==> src/rtl/mem_port_arbiter_if.sv <==
// Handshake bundle between the fetch/data requesters, the port arbiter and the
// single-port unified memory.
interface mem_port_arbiter_if #(
  parameter int ADDR_W = 32,
  parameter int DATA_W = 32
);
  logic                  if_req;
  logic [ADDR_W-1:0]     if_addr;
  logic                  if_done;
  logic                  if_err;
  logic [DATA_W-1:0]     if_rdata;
  logic                  if_stall;

  logic                  d_req;
  logic                  d_we;
  logic [ADDR_W-1:0]     d_addr;
  logic [DATA_W-1:0]     d_wdata;
  logic [DATA_W/8-1:0]   d_be;
  logic                  d_done;
  logic                  d_err;
  logic [DATA_W-1:0]     d_rdata;
  logic                  d_stall;

  logic                  mem_req;
  logic                  mem_we;
  logic [ADDR_W-1:0]     mem_addr;
  logic [DATA_W-1:0]     mem_wdata;
  logic [DATA_W/8-1:0]   mem_be;
  logic                  mem_ack;
  logic [DATA_W-1:0]     mem_rdata;

  modport slave (
    input  if_req, if_addr, d_req, d_we, d_addr, d_wdata, d_be, mem_ack, mem_rdata,
    output if_done, if_err, if_rdata, if_stall, d_done, d_err, d_rdata, d_stall,
           mem_req, mem_we, mem_addr, mem_wdata, mem_be
  );

  modport master (
    output if_req, if_addr, d_req, d_we, d_addr, d_wdata, d_be, mem_ack, mem_rdata,
    input  if_done, if_err, if_rdata, if_stall, d_done, d_err, d_rdata, d_stall,
           mem_req, mem_we, mem_addr, mem_wdata, mem_be
  );
endinterface

==> src/rtl/mem_port_arbiter.sv <==
// Serialises instruction-fetch and data accesses onto one single-port memory.
// Data wins arbitration unless it has starved a waiting fetch MAX_D_STREAK times.
module mem_port_arbiter #(
  parameter int ADDR_W       = 32,
  parameter int DATA_W       = 32,
  parameter int MAX_D_STREAK = 4,
  parameter int TIMEOUT      = 255
) (
  input  logic             clk,
  input  logic             reset,
  mem_port_arbiter_if.slave bus
);
  localparam int BE_W  = DATA_W / 8;
  localparam int STK_W = $clog2(MAX_D_STREAK + 1);
  localparam int TMO_W = (TIMEOUT > 1) ? $clog2(TIMEOUT) : 1;
  localparam logic [STK_W-1:0] STK_MAX  = STK_W'(MAX_D_STREAK);
  localparam logic [TMO_W-1:0] TMO_LAST = TMO_W'(TIMEOUT - 1);
  localparam bit               TMO_EN   = (TIMEOUT != 0);

  typedef enum logic [1:0] {
    ST_IDLE    = 2'd0,
    ST_SERVE_I = 2'd1,
    ST_SERVE_D = 2'd2
  } state_e;

  state_e              state_q, state_d;
  logic [STK_W-1:0]    streak_q, streak_d;
  logic [TMO_W-1:0]    tmo_q, tmo_d;
  logic                mem_req_q, mem_req_d;
  logic                mem_we_q, mem_we_d;
  logic [ADDR_W-1:0]   mem_addr_q, mem_addr_d;
  logic [DATA_W-1:0]   mem_wdata_q, mem_wdata_d;
  logic [BE_W-1:0]     mem_be_q, mem_be_d;
  logic                if_done_s, if_err_s, d_done_s, d_err_s;

  // State, counters and the latched memory command
  always_ff @(posedge clk or negedge reset) begin
    if (!reset) begin
      state_q     <= ST_IDLE;
      streak_q    <= '0;
      tmo_q       <= '0;
      mem_req_q   <= 1'b0;
      mem_we_q    <= 1'b0;
      mem_addr_q  <= '0;
      mem_wdata_q <= '0;
      mem_be_q    <= '0;
    end else begin
      state_q     <= state_d;
      streak_q    <= streak_d;
      tmo_q       <= tmo_d;
      mem_req_q   <= mem_req_d;
      mem_we_q    <= mem_we_d;
      mem_addr_q  <= mem_addr_d;
      mem_wdata_q <= mem_wdata_d;
      mem_be_q    <= mem_be_d;
    end
  end

  // Arbitration, completion and timeout decisions
  always_comb begin
    state_d     = state_q;
    streak_d    = streak_q;
    tmo_d       = tmo_q;
    mem_req_d   = mem_req_q;
    mem_we_d    = mem_we_q;
    mem_addr_d  = mem_addr_q;
    mem_wdata_d = mem_wdata_q;
    mem_be_d    = mem_be_q;
    if_done_s   = 1'b0;
    if_err_s    = 1'b0;
    d_done_s    = 1'b0;
    d_err_s     = 1'b0;
    case (state_q)
      ST_IDLE: begin
        tmo_d = '0;
        if (bus.d_req && (!bus.if_req || (streak_q < STK_MAX))) begin
          state_d     = ST_SERVE_D;
          mem_req_d   = 1'b1;
          mem_we_d    = bus.d_we;
          mem_addr_d  = bus.d_addr;
          mem_wdata_d = bus.d_wdata;
          mem_be_d    = bus.d_be;
          if (bus.if_req) begin
            streak_d = (streak_q < STK_MAX) ? streak_q + 1'b1 : streak_q;
          end else begin
            streak_d = '0;
          end
        end else if (bus.if_req) begin
          state_d     = ST_SERVE_I;
          mem_req_d   = 1'b1;
          mem_we_d    = 1'b0;
          mem_addr_d  = bus.if_addr;
          mem_wdata_d = '0;
          mem_be_d    = '0;
          streak_d    = '0;
        end else begin
          state_d = ST_IDLE;
        end
      end
      ST_SERVE_I, ST_SERVE_D: begin
        // An ack in the last allowed cycle still counts as a completion.
        if (bus.mem_ack) begin
          if_done_s = (state_q == ST_SERVE_I);
          d_done_s  = (state_q == ST_SERVE_D);
          state_d   = ST_IDLE;
          mem_req_d = 1'b0;
          tmo_d     = '0;
        end else if (TMO_EN && (tmo_q == TMO_LAST)) begin
          if_err_s  = (state_q == ST_SERVE_I);
          d_err_s   = (state_q == ST_SERVE_D);
          state_d   = ST_IDLE;
          mem_req_d = 1'b0;
          tmo_d     = '0;
        end else begin
          tmo_d = tmo_q + 1'b1;
        end
      end
      default: begin
        state_d   = ST_IDLE;
        mem_req_d = 1'b0;
        tmo_d     = '0;
      end
    endcase
  end

  assign bus.if_done   = if_done_s;
  assign bus.if_err    = if_err_s;
  assign bus.d_done    = d_done_s;
  assign bus.d_err     = d_err_s;
  assign bus.if_rdata  = bus.mem_rdata;
  assign bus.d_rdata   = bus.mem_rdata;
  assign bus.if_stall  = reset & bus.if_req & ~if_done_s;
  assign bus.d_stall   = reset & bus.d_req & ~d_done_s;
  assign bus.mem_req   = mem_req_q;
  assign bus.mem_we    = mem_we_q;
  assign bus.mem_addr  = mem_addr_q;
  assign bus.mem_wdata = mem_wdata_q;
  assign bus.mem_be    = mem_be_q;
endmodule

==> src/flat_wrapper.sv <==
// flat-port wrapper written by rule: the top's interface ports become plain ports
module mem_port_arbiter_flat 
#(
  parameter int ADDR_W       = 32,
  parameter int DATA_W       = 32,
  parameter int MAX_D_STREAK = 4,
  parameter int TIMEOUT      = 255
)
  (clk, reset, bus_if_req, bus_if_addr, bus_d_req, bus_d_we, bus_d_addr, bus_d_wdata, bus_d_be, bus_mem_ack, bus_mem_rdata, bus_if_done, bus_if_err, bus_if_rdata, bus_if_stall, bus_d_done, bus_d_err, bus_d_rdata, bus_d_stall, bus_mem_req, bus_mem_we, bus_mem_addr, bus_mem_wdata, bus_mem_be);
  mem_port_arbiter_if #(.ADDR_W(ADDR_W), .DATA_W(DATA_W)) bus_i ();
  input  logic clk;
  input  logic reset;
  input wire logic [$bits(bus_i.if_req)-1:0] bus_if_req;
  input wire logic [$bits(bus_i.if_addr)-1:0] bus_if_addr;
  input wire logic [$bits(bus_i.d_req)-1:0] bus_d_req;
  input wire logic [$bits(bus_i.d_we)-1:0] bus_d_we;
  input wire logic [$bits(bus_i.d_addr)-1:0] bus_d_addr;
  input wire logic [$bits(bus_i.d_wdata)-1:0] bus_d_wdata;
  input wire logic [$bits(bus_i.d_be)-1:0] bus_d_be;
  input wire logic [$bits(bus_i.mem_ack)-1:0] bus_mem_ack;
  input wire logic [$bits(bus_i.mem_rdata)-1:0] bus_mem_rdata;
  output wire logic [$bits(bus_i.if_done)-1:0] bus_if_done;
  output wire logic [$bits(bus_i.if_err)-1:0] bus_if_err;
  output wire logic [$bits(bus_i.if_rdata)-1:0] bus_if_rdata;
  output wire logic [$bits(bus_i.if_stall)-1:0] bus_if_stall;
  output wire logic [$bits(bus_i.d_done)-1:0] bus_d_done;
  output wire logic [$bits(bus_i.d_err)-1:0] bus_d_err;
  output wire logic [$bits(bus_i.d_rdata)-1:0] bus_d_rdata;
  output wire logic [$bits(bus_i.d_stall)-1:0] bus_d_stall;
  output wire logic [$bits(bus_i.mem_req)-1:0] bus_mem_req;
  output wire logic [$bits(bus_i.mem_we)-1:0] bus_mem_we;
  output wire logic [$bits(bus_i.mem_addr)-1:0] bus_mem_addr;
  output wire logic [$bits(bus_i.mem_wdata)-1:0] bus_mem_wdata;
  output wire logic [$bits(bus_i.mem_be)-1:0] bus_mem_be;
  assign bus_i.if_req = bus_if_req;
  assign bus_i.if_addr = bus_if_addr;
  assign bus_i.d_req = bus_d_req;
  assign bus_i.d_we = bus_d_we;
  assign bus_i.d_addr = bus_d_addr;
  assign bus_i.d_wdata = bus_d_wdata;
  assign bus_i.d_be = bus_d_be;
  assign bus_i.mem_ack = bus_mem_ack;
  assign bus_i.mem_rdata = bus_mem_rdata;
  assign bus_if_done = bus_i.if_done;
  assign bus_if_err = bus_i.if_err;
  assign bus_if_rdata = bus_i.if_rdata;
  assign bus_if_stall = bus_i.if_stall;
  assign bus_d_done = bus_i.d_done;
  assign bus_d_err = bus_i.d_err;
  assign bus_d_rdata = bus_i.d_rdata;
  assign bus_d_stall = bus_i.d_stall;
  assign bus_mem_req = bus_i.mem_req;
  assign bus_mem_we = bus_i.mem_we;
  assign bus_mem_addr = bus_i.mem_addr;
  assign bus_mem_wdata = bus_i.mem_wdata;
  assign bus_mem_be = bus_i.mem_be;
  mem_port_arbiter #(.ADDR_W(ADDR_W), .DATA_W(DATA_W), .MAX_D_STREAK(MAX_D_STREAK), .TIMEOUT(TIMEOUT)) u_core (.clk(clk), .reset(reset), .bus(bus_i));
endmodule
==> config.mk <==
export PLATFORM = sky130hd
export DESIGN_NAME = mem_port_arbiter_flat
export DESIGN_NICKNAME = d
export VERILOG_FILES = /design/src/rtl/mem_port_arbiter_if.sv /design/src/rtl/mem_port_arbiter.sv /design/src/flat_wrapper.sv
export SDC_FILE = /design/constraint.sdc
export NUM_CORES = 1
export LEC_CHECK = 0
export CORE_MARGIN = 8
export CORE_UTILIZATION = 33
export CTS_BUF_LIST = sky130_fd_sc_hd__clkbuf_4 sky130_fd_sc_hd__clkbuf_8
export DETAILED_ROUTE_END_ITERATION = 10
export PLACE_DENSITY = 0.82
export SYNTH_ARGS = -nofsm -noshare
export SYNTH_HDL_FRONTEND = slang
export SYNTH_SLANG_ARGS = --single-unit
==> constraint.sdc <==
create_clock -name clk -period 1.42 [get_ports clk]
set_input_delay 0.355 -clock clk [delete_from_list [all_inputs] [get_ports clk]]
set_output_delay 0.355 -clock clk [all_outputs]
set_load 0.005 [all_outputs]
==> flow_summary.yaml <==
floorplanning:
  rows: 40
  die_h_um: 126
  fp.dieArea_um2: 16000
  core_region_area_um2: 12000
  io_pins: 278
  die_w_um: 126
  initial_core_util: 0.336
cells_and_area:
  fin_cells: 680
  drive_gt1_frac: 0.199
  num_antenna_cells: 0
  area_delta_synth_final_pct: 55.9
  design_area_um2: 6270
  layout.nets: 672
sta:
  worstMarginPinSlew_ns: 0.540
  setup_violations: 13
  final_max_slew_viol_count: 0
  hold_violations: 0
  clock_skew_ns: 0.00906
  timing.fmax_mhz: 536
  min_period_ns: 1.87
  layout_setup_ws_ns: -0.447
  maxSlewHeadroom: 0.640
  rsz0062_at_grt: "true"
  min_period_over_period: 1.31
logic_synthesis:
  yosys_warnings: 0
  async_reset_ff_frac: 1.00
  seq_area_frac_synth: 0.516
  syn-instance-count: 363
  synth-edff-count: 0
  yosysTopAreaCell: "dfrtp_1"
  synth.area.top_cells: "dfrtp_1, buf_4, a22o_1, mux2i_1, o21ai_0"
  ys_dominant_reg_cell: "dfrtp_1"
  synth_common_cells: "dfrtp_1, buf_4, a22o_1"
  synth_top_cell_area_share: 0.516
  avgSynthCellArea_um2: 11.1
  synth_cell_type_count: 34
  synth_area_um2: 4020
  synth_seq_cells: 83
  syn-num-nets: 507
  synth_most_common_cell: "dfrtp_1"
routing:
  vias: 3214
  drt-initial-drc-count: 152
  drc: 0
  viasPerCell: 4.73
  drtAntennaViolNets: 0
  routedWlPerCell_um: 18.0
  firstDrtPassIters: 4
  drt-total-wl_um: 12200
cts:
  cts.sinks: 83
  cts_tree: "done"
  cts_max_level: 3
  path_clk_slew_ns: 0.09
  root_buffer: "clkbuf_8"
  clock_latency_ns: 0.35
  ctsHoldBuffers: 0
  cts_made_buffers: 9
  clk_path_buf_depth: 2
global_routing:
  grt_pass1_wl_um: 19300
  antenna_found_initial: 0
  track_usage: 0.149
  grt_pass1_vias: 3742
  grt_max_degree: 56
  grt-ovfl-total: 0
place:
  dp_hpwl_um: 9040
  dp_cells: 637
  dp_slack_ns: -0.627
  gp_congestion: 0.781
  post_dp_cell_area_um2: 5760
  port_buffers: 181
power_and_ir_drop:
  swShare: 0.327
  power_density_nw_per_um2: 1700
  internal_power_mw: 7.18
  p_clk_frac: 0.182
  peakVddDrop_mv: 0.759
  switchingPower_mw: 3.48
  leakage_nw: 3.00
  pwr-share-comb: 0.444
  seqPwrFrac: 0.374
  fin_total_pwr_mw: 10.7
setup_path:
  crit_arrival_ns: 1.51
  r2r_setup_slack_ns: -0.27
  cp_slowest_stage_delay_ns: 0.39
  cp_max_fo: 3
  path_cells: "inv_2, ha_4, nor2b_4, and3_4, buf_6"
  path_class: "reg -> out"
  critPathRequiredTime_ns: 1.07
  critPathLaunchType: "register"
  cp-end-kind: "output port"
  slowest_stage: "dfrtp_1"
outcome:
  violations: "negative setup slack"
  status: "complete, but fails checks"
run:
  maxCapViolCount: 0
min_path:
  worst_hold_path_type: "in -> async"
==> power groups by stage <==
stage / Clock (mW) / Combinational [mW] / Sequential (mW)
after floorplan: 0 / 1.83 / 4.09
after global placement: 0 / 4.79 / 4.00
after detailed placement: 0 / 4.95 / 4.04
after CTS: 2.01 / 4.64 / 3.98
after global routing: 2.09 / 5.22 / 4.14
final: 1.94 / 4.74 / 3.99
==> per-stage QoR <==
step	hold slack (ns)	util	TNS, ns
floorplan	0.0594	-	-0.0726
global placement	0.463	0.481	-31.44
detailed placement	0.470	0.481	-34.29
CTS	0.191	0.515	-2.77
global route	0.217	0.524	-4.94
finish	0.177	0.524	-3.63
==> cell usage in the layout (no fill, tap or decap), types with 2 or more instances in the layout <==
cell type / Yosys / final
inv_2: 0 / 2
ha_1: 6 / 2
nor2_2: 0 / 3
dlygate4sd2_1: 0 / 67
o21ai_0: 34 / 12
clkdlybuf4s50_1: 0 / 102
mux2i_1: 33 / 31
and3_4: 0 / 3
buf_6: 0 / 12
o21ai_1: 1 / 22
a31oi_1: 2 / 2
clkdlybuf4s15_1: 0 / 5
o21ai_4: 0 / 2
bufinv_16: 0 / 2
dfrtp_1: 83 / 83
nor2_1: 7 / 3
a22o_1: 39 / 39
a21oi_1: 5 / 4
mux2i_2: 0 / 2
clkbuf_8: 0 / 10
inv_1: 4 / 2
and3_1: 5 / 2
buf_16: 0 / 2
nand2_1: 38 / 37
buf_12: 0 / 3
ha_4: 0 / 3
buf_2: 8 / 2
buf_4: 70 / 42
==> critical path: cells and delay by family (launching register included) <==
family,cells,cell delay (ns)
buffers and inverters,2,0.16
adder cells (fa/ha/maj),1,0.27
AND/OR/NAND/NOR,2,0.35
flip-flops,1,0.39
==> cell families (layout without fill, tap and decap cells) <==
logic type	Yosys count	count (layout)	synth area share
and+or+nand+nor	63	63	0.0740
AOI/OAI and AO/OA	87	87	0.150
muxes	35	35	0.0877
adders and majority gates	6	6	0.0187
xor gates and xnor gates	2	2	0.00436
DFF	83	83	0.516
buffers and inverters	87	257	0.149
==> sequential cells by signal (all words and copies together), names as in the netlist <==
register,cells
u_core.tmo_q,8
u_core.bus.mem_wdata,32
u_core.streak_q,3
u_core.bus.mem_addr,32
u_core.bus.mem_req,1
u_core.bus.mem_be,4
u_core.state_q,2
u_core.bus.mem_we,1
==> layer usage <==
metal / vias up / part of all wire / global-route usage
met4: 0 / 0.023 / 0.0644
li1: 1535 / - / -
met2: 136 / 0.52 / 0.270
met3: 28 / 0.082 / 0.0540
met5: - / 0 / 0
met1: 1515 / 0.37 / 0.151
==> path summary, 6_finish.rpt <==
kind | depth (start not counted) | startpoint | endpoint
hold reg to reg | 2 | u_core.bus.mem_addr[28] | u_core.bus.mem_addr[28]
setup reg to reg | 8 | u_core.state_q[0] | u_core.state_q[1]
max in group asynchronous | 3 | reset | u_core.bus.mem_addr[1]
setup / recovery | 5 | u_core.state_q[1] | bus_d_err
hold / removal | 3 | reset | u_core.bus.mem_wdata[5]
min in group clk | 2 | u_core.bus.mem_addr[28] | u_core.bus.mem_addr[28]
==> what timing repair did <==
action	in CTS	in global routing
hold endpoints to repair	0	0
setup buffers	16	9
setup endpoints to repair	156	48
resized for setup	120	39
pin swaps	10	6
cloned	2	1
==> cell type report <==
type	instances	area [um^2]
Tap cell	147	184
Clock inverter	5	85.1
Fill cell	1038	5690
Inverter	4	15.0
Clock buffer	11	145
Sequential cell	83	2080
Multi-Input combinational cell	193	1490
Timing Repair Buffer	237	2270
Note: power is estimated with default switching activity, not from simulation.
